<file path="config.mk">
export PLATFORM = sky130hd
export DESIGN_NAME = rca_mp_seq
export DESIGN_NICKNAME = d
export VERILOG_FILES = /design/src/rtl/rca_mp_pkg.sv /design/src/rtl/rca_16.sv /design/src/rtl/rca_mp_seq.sv
export SDC_FILE = /design/constraint.sdc
export NUM_CORES = 1
export LEC_CHECK = 0
export BUFFER_PORTS_ARGS = -buffer_cell sky130_fd_sc_hd__buf_2
export CORE_MARGIN = 10
export CORE_UTILIZATION = 50
export CTS_BUF_LIST = sky130_fd_sc_hd__clkbuf_4 sky130_fd_sc_hd__clkbuf_8
export CTS_CLUSTER_SIZE = 8
export DETAILED_ROUTE_END_ITERATION = 7
export GPL_TIMING_DRIVEN = 1
export PLACE_DENSITY = 0.75
export RECOVER_POWER = 25
export SYNTH_ARGS = -nofsm -noshare
export SYNTH_HDL_FRONTEND = slang
export SYNTH_SLANG_ARGS = --single-unit
</file>
<file path="constraint.sdc">
create_clock -name clk -period 20.7 [get_ports clk]
set_input_delay 5.175 -clock clk [delete_from_list [all_inputs] [get_ports clk]]
set_output_delay 5.175 -clock clk [all_outputs]
set_load 0.02 [all_outputs]
</file>
<file path="src/rtl/rca_mp_pkg.sv">
// rca_mp_pkg
// Shared types and constants for the multi-precision add/subtract sequencer.
//   state_e   : sequencer states (IDLE, RUN, DONE)
//   LIMB_W    : width of one adder limb
//   words_ok  : legal-range check for the WORDS parameter
package rca_mp_pkg;

  typedef enum logic [1:0] {
    ST_IDLE = 2'd0,
    ST_RUN  = 2'd1,
    ST_DONE = 2'd2
  } state_e;

  localparam int LIMB_W    = 16;
  localparam int WORDS_MIN = 2;
  localparam int WORDS_MAX = 8;

  function automatic bit words_ok(input int words);
    return (words >= WORDS_MIN) && (words <= WORDS_MAX);
  endfunction

endpackage

</file>
<file path="src/rtl/rca_16.sv">
// rca_16
// 16-bit ripple-carry adder, purely combinational.
//   a, b  : addends
//   c_in  : carry into bit 0
//   sum   : a + b + c_in, modulo 2^16
//   c_out : carry out of bit 15
module rca_16 (
  input  logic [15:0] a,
  input  logic [15:0] b,
  input  logic        c_in,
  output logic [15:0] sum,
  output logic        c_out
);

  // The carry ripples through a single scalar so no vector feeds back on itself.
  always_comb begin
    logic w_carry;
    w_carry = c_in;
    sum     = '0;
    for (int i = 0; i < 16; i++) begin
      sum[i]  = a[i] ^ b[i] ^ w_carry;
      w_carry = (a[i] & b[i]) | (w_carry & (a[i] ^ b[i]));
    end
    c_out = w_carry;
  end

endmodule

</file>
<file path="src/rtl/rca_mp_seq.sv">
// rca_mp_seq
// Multi-precision add/subtract sequencer. One rca_16 is time-shared across
// WORDS limbs, least-significant limb first, with the carry chained through a
// register between cycles.
//   clk, rst              : clock, synchronous active-high reset
//   in_valid / in_ready   : operand handshake (ready only in IDLE)
//   a, b, c_in, sub       : operands; sub=1 computes a - b, else a + b + c_in
//   out_valid / out_ready : result handshake (valid only in DONE)
//   sum, c_out, ovf       : wide result, top-limb carry, signed overflow
//   busy                  : operation in flight (RUN or DONE)
//
// state | meaning
// IDLE  | waiting for operands, in_ready high
// RUN   | one limb per cycle through the shared adder
// DONE  | result held until out_ready
module rca_mp_seq
  import rca_mp_pkg::*;
#(
  parameter int WORDS = 4
) (
  input  logic                    clk,
  input  logic                    rst,
  input  logic                    in_valid,
  output logic                    in_ready,
  input  logic [LIMB_W*WORDS-1:0] a,
  input  logic [LIMB_W*WORDS-1:0] b,
  input  logic                    c_in,
  input  logic                    sub,
  output logic                    out_valid,
  input  logic                    out_ready,
  output logic [LIMB_W*WORDS-1:0] sum,
  output logic                    c_out,
  output logic                    ovf,
  output logic                    busy
);

  localparam int W     = LIMB_W * WORDS;
  localparam int IDX_W = $clog2(WORDS);

  if (!words_ok(WORDS)) begin : g_bad_words
    $error("rca_mp_seq: WORDS out of range");
  end

  state_e             r_state;
  state_e             w_state_nxt;
  logic [W-1:0]       r_a;
  logic [W-1:0]       r_b;
  logic [W-1:0]       r_sum;
  logic               r_carry;
  logic [IDX_W-1:0]   r_idx;
  logic               r_c_out;
  logic               r_ovf;

  logic [LIMB_W-1:0]  w_limb_a;
  logic [LIMB_W-1:0]  w_limb_b;
  logic [LIMB_W-1:0]  w_limb_sum;
  logic               w_limb_cout;
  logic               w_last;

  assign w_limb_a = r_a[int'(r_idx) * LIMB_W +: LIMB_W];
  assign w_limb_b = r_b[int'(r_idx) * LIMB_W +: LIMB_W];
  assign w_last   = (r_idx == IDX_W'(WORDS - 1));

  rca_16 u_rca_16 (
    .a     (w_limb_a),
    .b     (w_limb_b),
    .c_in  (r_carry),
    .sum   (w_limb_sum),
    .c_out (w_limb_cout)
  );

  always_ff @(posedge clk) begin
    if (rst) r_state <= ST_IDLE;
    else     r_state <= w_state_nxt;
  end

  always_comb begin
    w_state_nxt = r_state;
    case (r_state)
      ST_IDLE: if (in_valid) w_state_nxt = ST_RUN;
      ST_RUN:  if (w_last)   w_state_nxt = ST_DONE;
      ST_DONE: if (out_ready) w_state_nxt = ST_IDLE;
      default: w_state_nxt = ST_IDLE;
    endcase
  end

  always_ff @(posedge clk) begin
    if (rst) begin
      r_a     <= '0;
      r_b     <= '0;
      r_sum   <= '0;
      r_carry <= 1'b0;
      r_idx   <= '0;
      r_c_out <= 1'b0;
      r_ovf   <= 1'b0;
    end else begin
      case (r_state)
        ST_IDLE: begin
          if (in_valid) begin
            r_a     <= a;
            // Subtract is a + ~b + 1: invert B here and seed the carry with 1.
            r_b     <= sub ? ~b : b;
            r_carry <= sub ? 1'b1 : c_in;
            r_idx   <= '0;
          end
        end
        ST_RUN: begin
          r_sum[int'(r_idx) * LIMB_W +: LIMB_W] <= w_limb_sum;
          r_carry <= w_limb_cout;
          if (w_last) begin
            r_c_out <= w_limb_cout;
            r_ovf   <= (r_a[W-1] == r_b[W-1]) & (w_limb_sum[LIMB_W-1] != r_a[W-1]);
          end else begin
            r_idx <= r_idx + 1'b1;
          end
        end
        default: ;
      endcase
    end
  end

  assign in_ready  = (r_state == ST_IDLE);
  assign out_valid = (r_state == ST_DONE);
  assign busy      = (r_state != ST_IDLE);
  assign sum       = r_sum;
  assign c_out     = r_c_out;
  assign ovf       = r_ovf;

endmodule

</file>
## After elaboration in Yosys (flattened, before gate mapping)

Cells that the tools add are included.

| storage, ports and cells | value |
|---|---|
| flip-flop bits (word level) | 199 |
| output and inout bits | 69 |
| RAM bits | 0 |
| bits in read-only memories | 0 |
| memories kept | 0 |
| logic and storage cells | 125 |
| bits of input ports | 134 |
| bits in latches | 0 |

| operators by class | value |
|---|---|
| $lt $le $gt $ge | 0 |
| reduce and logical (&&, ||, !) cells | 8 |
| muxes and demuxes | 12 |
| equality and inequality tests | 9 |
| div/mod/pow operators | 0 |
| shift operators | 4 |
| $add $sub $neg | 2 |
| bitwise operators | 82 |
| multiply operators | 0 |

Operators with widths:

| operator | number |
|---|---|
| 64-bit by 7-bit indexed part select with 16-bit output | 2 |
| 64-bit bitwise mux | 1 |
| 64-bit 2-to-1 mux | 1 |
| 64-bit inverter | 1 |
| 16-bit by 33-bit variable shift with 64-bit output, first input constant | 1 |
| 16-bit by 33-bit indexed part select with 64-bit output | 1 |
| 1-bit AND | 33 |
| 6-bit negator with 33-bit output | 1 |
| 1-bit XOR | 32 |
| 1-bit OR | 16 |
| 2-bit 2-to-1 mux | 5 |
| 2-bit != test, second input constant | 3 |
| 2-bit one-hot mux with 3 select lines | 1 |
| 2-bit AND reduction | 3 |
| 3-bit AND reduction | 2 |
| 2-bit == test, second input constant | 2 |
| 2-bit one-hot mux with 2 select lines | 1 |
| 2-bit nonzero test | 2 |
| 2-bit by 1-bit adder with 2-bit output, second input constant | 1 |
| 2-bit by 1-bit == test with 1-bit output, second input constant | 1 |
| 2-bit logical NOT | 1 |
| 1-bit 2-to-1 mux | 2 |
| 2-bit by 1-bit != test with 1-bit output, second input constant | 1 |
| 1-bit one-hot mux with 2 select lines | 1 |
| other kinds (2) | 2 |

## Logic depth before layout (Yosys ltp)

Gate-level depths: netlist of run 1.

| logic depth | value |
|---|---|
| word-level depth | 35 |
| depth in mapped cells | 24 |
| gate-level depth less buffers | 22 |

## Hierarchy

From an unflattened synthesis of run 1, not the netlist that was laid out.

| second synthesis, totals | value |
|---|---|
| cells, all modules | 877 |
| area, all modules | 8712.1 sq um |

By module, submodules not included:

| module | times used | cells an instance | area an instance (sq um) | sequential area each (sq um) |
|---|---|---|---|---|
| rca_mp_seq | 1 | 851 | 8354.3 | 3983.8 |
| rca_16 | 1 | 26 | 357.8 | 0.0 |

## Worst setup path after synthesis of run 1

Ideal clock, no wire load.

| timing | value |
|---|---|
| kind | register to register |
| start | reg r_idx[0] |
| end | reg r_ovf (netlist: ovf) |
| clock period less this slack | 7.587 ns |
| path slack | 13.113 ns |
| path buffers | 2 |
| data arrival time | 7.491 ns |
| data required time | 20.605 ns |
| library setup time | 0.095 ns |
| cell stages (with the launch flop) | 25 |
| cells stage by stage | dfxtp_1 > buf_4 > buf_2 > mux4_2 > inv_1 > fa_1 > fa_1 > fa_1 > fa_1 > fa_1 > fa_1 > fa_1 > fa_1 > fa_1 > fa_1 > fa_1 > fa_1 > fa_1 > fa_1 > inv_1 > fa_1 > fa_1 > inv_1 > nand3_1 > a221oi_1 |

| between the ends | value |
|---|---|
| longest elaborated chain between the ends | 35 |
| elaborated cells on any way between the ends | 68 |
| classes of those cells | 2 x eq/ne; 2 x shift; 63 x bitwise; 1 x reduce/logical |

Ends and longest elaborated chain:

| element | RTL line | RTL |
|---|---|---|
| start: declaration | rca_mp_seq.sv:50 | `logic [IDX_W-1:0] r_idx;` |
| start signal: assignment | rca_mp_seq.sv:114 | `r_idx <= r_idx + 1'b1;` |
| 64-bit by 7-bit indexed part select with 16-bit output, on equally long branches | rca_mp_seq.sv:60, rca_mp_seq.sv:61 |  |
| 1-bit XOR | rca_16.sv:22 | `w_carry = (a[i] & b[i]) \| (w_carry & (a[i] ^ b[i]));` |
| 1-bit AND | rca_16.sv:22 |  |
| 1-bit OR | rca_16.sv:22 |  |
| 1-bit AND | rca_16.sv:22 |  |
| 1-bit OR | rca_16.sv:22 |  |
| 1-bit AND | rca_16.sv:22 |  |
| 1-bit OR | rca_16.sv:22 |  |
| (+19 left out) | n/a |  |
| 1-bit OR | rca_16.sv:22 |  |
| 1-bit AND | rca_16.sv:22 |  |
| 1-bit OR | rca_16.sv:22 |  |
| 1-bit AND | rca_16.sv:22 |  |
| 1-bit OR | rca_16.sv:22 |  |
| 1-bit XOR | rca_16.sv:21 | `sum[i] = a[i] ^ b[i] ^ w_carry;` |
| 1-bit != test | rca_mp_seq.sv:112 | `r_ovf <= (r_a[W-1] == r_b[W-1]) & (w_limb_sum[LIMB_W-1] != r_a[W-1]);` |
| 1-bit AND | rca_mp_seq.sv:112 |  |
| end signal: assignment | rca_mp_seq.sv:112 |  |
| end: declaration | rca_mp_seq.sv:52 | `logic r_ovf;` |

Several ways; a longest one is shown, not always the timed one.
A chain may end at the register's enable or synchronous reset.

==> results of run 1 <==
power breakdown:
group          switching (mW)  internal [mW]
Sequential             0.0131          0.404
Clock                   0.138          0.126
Combinational          0.0759         0.0558
layer usage:
metal,vias to the layer above,global-route usage,share of wire
met1,3227,0.260,0.46
met4,0,0.0713,0.025
met5,-,0,0
met3,39,0.0474,0.066
li1,3464,-,-
met2,223,0.285,0.45
area by class of cell:
class                           count  area share
Multi-Input combinational cell    585       0.422
Sequential cell                   199       0.391
Timing Repair Buffer              209      0.0992
Tap cell                          225      0.0276
Clock buffer                       19      0.0250
Inverter                           53      0.0195
Clock inverter                     13      0.0164
kinds of logic (layout without fill, tap and decap cells):
kind of cell | count (synthesis) | in the layout
AOI/OAI and AO/OA | 199 | 199
xor gates and xnor gates | 64 | 64
adders and majority gates | 22 | 22
buffers and inverters | 133 | 294
DFF | 199 | 199
muxes | 34 | 34
and+or+nand+nor | 266 | 266
Yosys cell counts, types with 2 or more instances:
cell type and number:
buf_2 28, xnor2_1 64, o32ai_1 17, o21ai_2 10, fa_1 16, ha_1 6, a21oi_1 66, nand3_1 3
nor3_1 2, nand2b_1 2, inv_1 53, dfxtp_1 199, o31ai_1 33, buf_4 7, buf_1 2, o21ai_0 6
nor2_1 67, mux2i_1 2, nand3b_1 51, mux4_2 32, nand2_1 130, a211oi_1 64, clkbuf_1 42
critical path, stage by stage:
cell and delay, ns:
clkbuf_1 2.75, buf_4 1.14, nand3b_1 0.21, o31ai_1 0.11
registers in the layout (all words and copies together), names as in the netlist:
register and flops:
r_a 64, r_b 64, sum 64, r_idx 2, r_state 2, c_out 1
ovf 1, r_carry 1
path summary, 6_finish.rpt:
check	cells past startpoint	slack, ns	start	end
min reg2reg	2	0.46	r_a[59]	r_a[59]
max	4	11.57	rst	sum[23]
min	2	0.46	r_a[59]	r_a[59]
max reg2reg	23	12.53	r_idx[0]	ovf
==> results.md, run 1 <==
* Synth top area share at 0.450
* Post-synth EDFFs at 0
* DRC errors left at 0
* CTS tree: yes
* Hold crit path type: register to register
* Fin nets at 1,221
* Worst Setup Slack, final at 11.57 ns
* TritonCTS Buffers at 17
* Core area at 17,400 um2
* Die Height at 153 um
* Final setup vio count at 0
* Ys flop type: dfxtp_1
* Setup TNS at 0 ns
* Skew final at 0.0170 ns
* Synthesized area at 8860 um2
* Reg area at 3990 um2
* Rows at 48
* Clock Sinks at 199
* Top cells by area, synth: dfxtp_1 45%, mux4_2 8.1%, xnor2_1 6.3%
* Syn Nets at 1,073
* Max-cap violations at 1
* CTS Hold Bufs at 0
* Fin util at 0.588
* H-tree depth at 4
* Final WL at 23.3 mm
* Drt pass-1 iters at 6
* Failing checks: max-capacitance violations, max-slew violations
* Clk slew on worst S/H paths at 0.10 ns
* Clock latency on the worst-skew pair at 0.47 ns
* Post-synth ARST share at 0
* Post-synthesis mux area share at 0.0836
* Total area of multi-input combinational cells at 4300 um2
* Final Cycle Share at 0.441
* Via density at 5.34
* Leakage at 3.77 nW
* CP Capture Type: register
* GRT overflow at 0
* Unrepaired setup endpoints after global routing: no
* Commonest cells after routing, fill and taps aside: 197 x dfxtp_1, 158 x buf_2, 130 x nand2_1
* Largest net degree at the start of global routing at 103
* Global-route wire length before repair at 36.5 mm
* CP Class: input port to register
* Startpoint Class: input port
* Starting density of the core at 0.510
* Detail Route Antenna Nets at 0
* Normalized max-slew margin at -1.67
* PortBufs at 202
* Synth Warn # at 0
* Io pins at 203
* Clk buf depth at 2
* Area growth syn-to-layout at 15.2%
* Avg Synthesized Cell Area at 9.66 um2
* Vias after detailed routing at 6,953
* Number of global-route vias before repair at 6,786
* WHS at 0.458 ns
* Worst Max-Slew Pin Slew at 4.00 ns
* Total die area at 23,400 um2
* Ratio of cells with drive above 1 in the final layout at 0.227
* Flops & latches, synth at 199
* Fill count at 1,567
* Post-route cell area at 10,200 um2
* Simple-gate share of the synthesized area at 0.142
* Post CTS Setup Buffer Count at 0
* Die span in x at 153 um
* Fin. max-slew vios at 103
* Dpl cells at 1,271
* Tmin final at 9.13 ns
* # resized after CTS at 0
* Number of antenna violations at the first check in global routing at 0
* Commonest non-fill, non-tap cell in the layout: dfxtp_1
* CP Max Fanout at 102
* DRT iter0 DRCs at 447
* Cell count after synthesis at 917
* Post-synth top area cell: dfxtp_1
* Routability cong. at 0.852
* Overall power at 812 uW
* Largest family of logic cells by synthesized area: compound AO/OA/AOI/OAI gates
* Final Hold Vio Count at 0
* Post-DP Area at 9850 um2
* GR Util All Layers at 0.191
* Outcome: finished with violations
* Adder-Cell Fraction of Synth Area at 0.0446
* Critical Path RT at 21.01 ns
* Pre-CTS setup slack at 12.60 ns
* Xor-xnor portion of the synthesized cell area at 0.0633
* Post-synth cell types at 38
* PD cells at 79.5 nW/um2
* Avg WL per Cell at 17.9 um
* Register area share after synthesis at 0.450
* ANT cells at 0
* CP arrival at 9.44 ns
* Achievable Freq at 0.110 GHz
* Compound-Gate Fraction of Synth Area at 0.152
* Non-filler cells in the finished layout at 1,303
* Clock Root Buffer: clkbuf_8
* Peak VDD IR at 0.0000440 V
* Post-DP HPWL at 17.0 mm
Note: power is estimated with default switching activity, not from simulation.
==> run 2: changes to the inputs <==
--- a/config.mk
+++ b/config.mk
@@ -12,7 +12,7 @@
 export CTS_CLUSTER_SIZE = 8
 export DETAILED_ROUTE_END_ITERATION = 7
 export GPL_TIMING_DRIVEN = 1
-export PLACE_DENSITY = 0.75
+export PLACE_DENSITY = 0.78
 export RECOVER_POWER = 25
 export SYNTH_ARGS = -nofsm -noshare
 export SYNTH_HDL_FRONTEND = slang
==> constraint.sdc (replaced) <==
create_clock -name clk -period 7.4 [get_ports clk]
set_input_delay 1.85 -clock clk [delete_from_list [all_inputs] [get_ports clk]]
set_output_delay 1.85 -clock clk [all_outputs]
set_load 0.02 [all_outputs]
==> run 2 against run 1 <==
  * The run still ends with max-capacitance violations, max-slew violations left
  * Critical endpoint is now ovf
  * Largest power group unchanged
  * Highest routed layer unchanged
  * Flip-flop and latch count did not move
  * Non-clock buffer count rose by 4
  * Via count rose by 1.6%
  * Cell count rose by 0.31%
  * Sequential power rose to 2.8 times the previous value
==> results.md, run 2 (synthesized netlist as in run 1, its figures left out) <==
* Outcome: finished with violations
* Failing checks: max-capacitance violations, max-slew violations
* Crit path cell chain: mux4_2 > inv_1 > fa_1 > fa_1 > fa_1 > fa_1 > fa_2 > fa_2 > fa_1 > fa_2 > fa_2 > fa_2 > fa_2 > fa_2 > fa_2 > fa_1 > inv_1 > fa_1 > fa_1 > inv_2 > nand3_1 > a221oi_1
* Startpoint Class: register
* CTS Hold Bufs at 0
* Achievable Freq at 0.139 GHz
* DRT iter0 DRCs at 495
* Peak VDD IR at 0.000135 V
* Post-DP HPWL at 17.6 mm
* Via density at 5.40
* CP Capture Type: register
* Ratio of cells with drive above 1 in the final layout at 0.274
* CTS tree: yes
* Vias after detailed routing at 7,064
* Global-route wire length before repair at 37.7 mm
* Total die area at 23,400 um2
* Io pins at 203
* Hold crit path type: register to register
* Setup TNS at 0 ns
* Critical Path RT at 7.77 ns
* Slowest CP cell: fa_1
* Die Height at 153 um
* Leakage at 3.97 nW
* Normalized max-slew margin at -1.28
* Final WL at 24.2 mm
* Overall power at 2.33 mW
* Max-cap violations at 1
* Number of global-route vias before repair at 7,046
* Unrepaired setup endpoints after global routing: no
* Area growth syn-to-layout at 16.6%
* Starting density of the core at 0.510
* Routability cong. at 0.836
* Largest net degree at the start of global routing at 193
* Post-DP Area at 9880 um2
* CP Max Fanout at 5
* CP Class: register to register
* Clock latency on the worst-skew pair at 0.47 ns
* Clock Sinks at 199
* Number of antenna violations at the first check in global routing at 1
* ANT cells at 0
* PortBufs at 202
* Final Hold Vio Count at 0
* Detail Route Antenna Nets at 0
* H-tree depth at 4
* Final Cycle Share at 0.971
* DRC errors left at 0
* Die span in x at 153 um
* GRT overflow at 0
* Clk buf depth at 2
* GR Util All Layers at 0.198
* Avg WL per Cell at 18.5 um
* Commonest cells after routing, fill and taps aside: 197 x dfxtp_1, 194 x buf_2, 130 x nand2_1
* Commonest non-fill, non-tap cell in the layout: dfxtp_1
* Core area at 17,400 um2
* Post-route cell area at 10,300 um2
* Final setup vio count at 0
* Worst Max-Slew Pin Slew at 3.42 ns
* Tmin final at 7.19 ns
* Drt pass-1 iters at 5
* Rows at 48
* Clk slew on worst S/H paths at 0.10 ns
* Fin. max-slew vios at 193
* CP arrival at 7.56 ns
* Clock Root Buffer: clkbuf_8
* Fin nets at 1,225
* Slowest stage delay, CP at 0.44 ns
* Skew final at 0.0113 ns
* TritonCTS Buffers at 17
* PD cells at 226 nW/um2
run 2: cell types whose count changed in the layout (fill, tap and decap cells not counted), sizes merged:
cell,before,now
buf,166,206
bufinv,3,4
clkbuf,62,27
clkinv,4,5
inv,57,54
run 2: critical path: cells and delay by family (launching register included):
| family | cells | cell delay (ns) |
|---|---|---|
| adders and majority gates | 16 | 5.86 |
| DFF | 1 | 0.38 |
| muxes | 1 | 0.32 |
| AOI/OAI and AO/OA | 1 | 0.25 |
| buffers and inverters | 3 | 0.21 |
| and+or+nand+nor | 1 | 0.08 |
run 2: worst paths after layout:
kind                   to  cells past startpoint  slack, ns  startpoint
hold reg to reg   r_a[30]                      2       0.46     r_a[30]
hold / removal    r_a[30]                      2       0.46     r_a[30]
setup reg to reg      ovf                     22       0.21    r_idx[0]
setup / recovery      ovf                     22       0.21    r_idx[0]
run 2: routing by layer:
metal,vias to the layer above,part of all wire,track usage,wire length [um]
met3,31,0.082,0.0589,1990
met1,3293,0.42,0.247,10200
met5,-,0,0,0
li1,3476,-,-,-
met2,264,0.48,0.326,11700
met4,0,0.017,0.0518,410
run 2: repair_timing:
| item | CTS | global route |
|---|---|---|
| gates resized for setup | 1 | 6 |
| setup endpoints to repair | 1 | 4 |
| setup buffers | 0 | 2 |
| pin swaps | 0 | 2 |
| hold endpoints to repair | 0 | 0 |
| gates cloned | 0 | 0 |
run 2: final cells by class:
class,instances,area (um2)
Inverter,53,199
Timing Repair Buffer,213,1090
Sequential cell,199,3990
Clock buffer,20,275
Multi-Input combinational cell,585,4320
Clock inverter,12,173
Tap cell,225,282
Fill cell,1518,7030
run 2: power by group:
group	internal (mW)	switching (mW)
combinational	0.170	0.219
sequential	1.13	0.0342
clock	0.395	0.384
run 2: per-stage QoR:
step / cells / setup slack (ns) / util / hold WS, ns
finish: 1307 / 0.211 / 0.595 / 0.459
global route: 1307 / 0.0310 / 0.595 / 0.477
CTS: 1305 / 0.0306 / 0.595 / 0.456
detailed placement: 1273 / -0.0101 / 0.569 / 0.443
global placement: 1273 / 0.127 / 0.569 / 0.440
floorplan: 917 / 0.0149 / - / 0.433
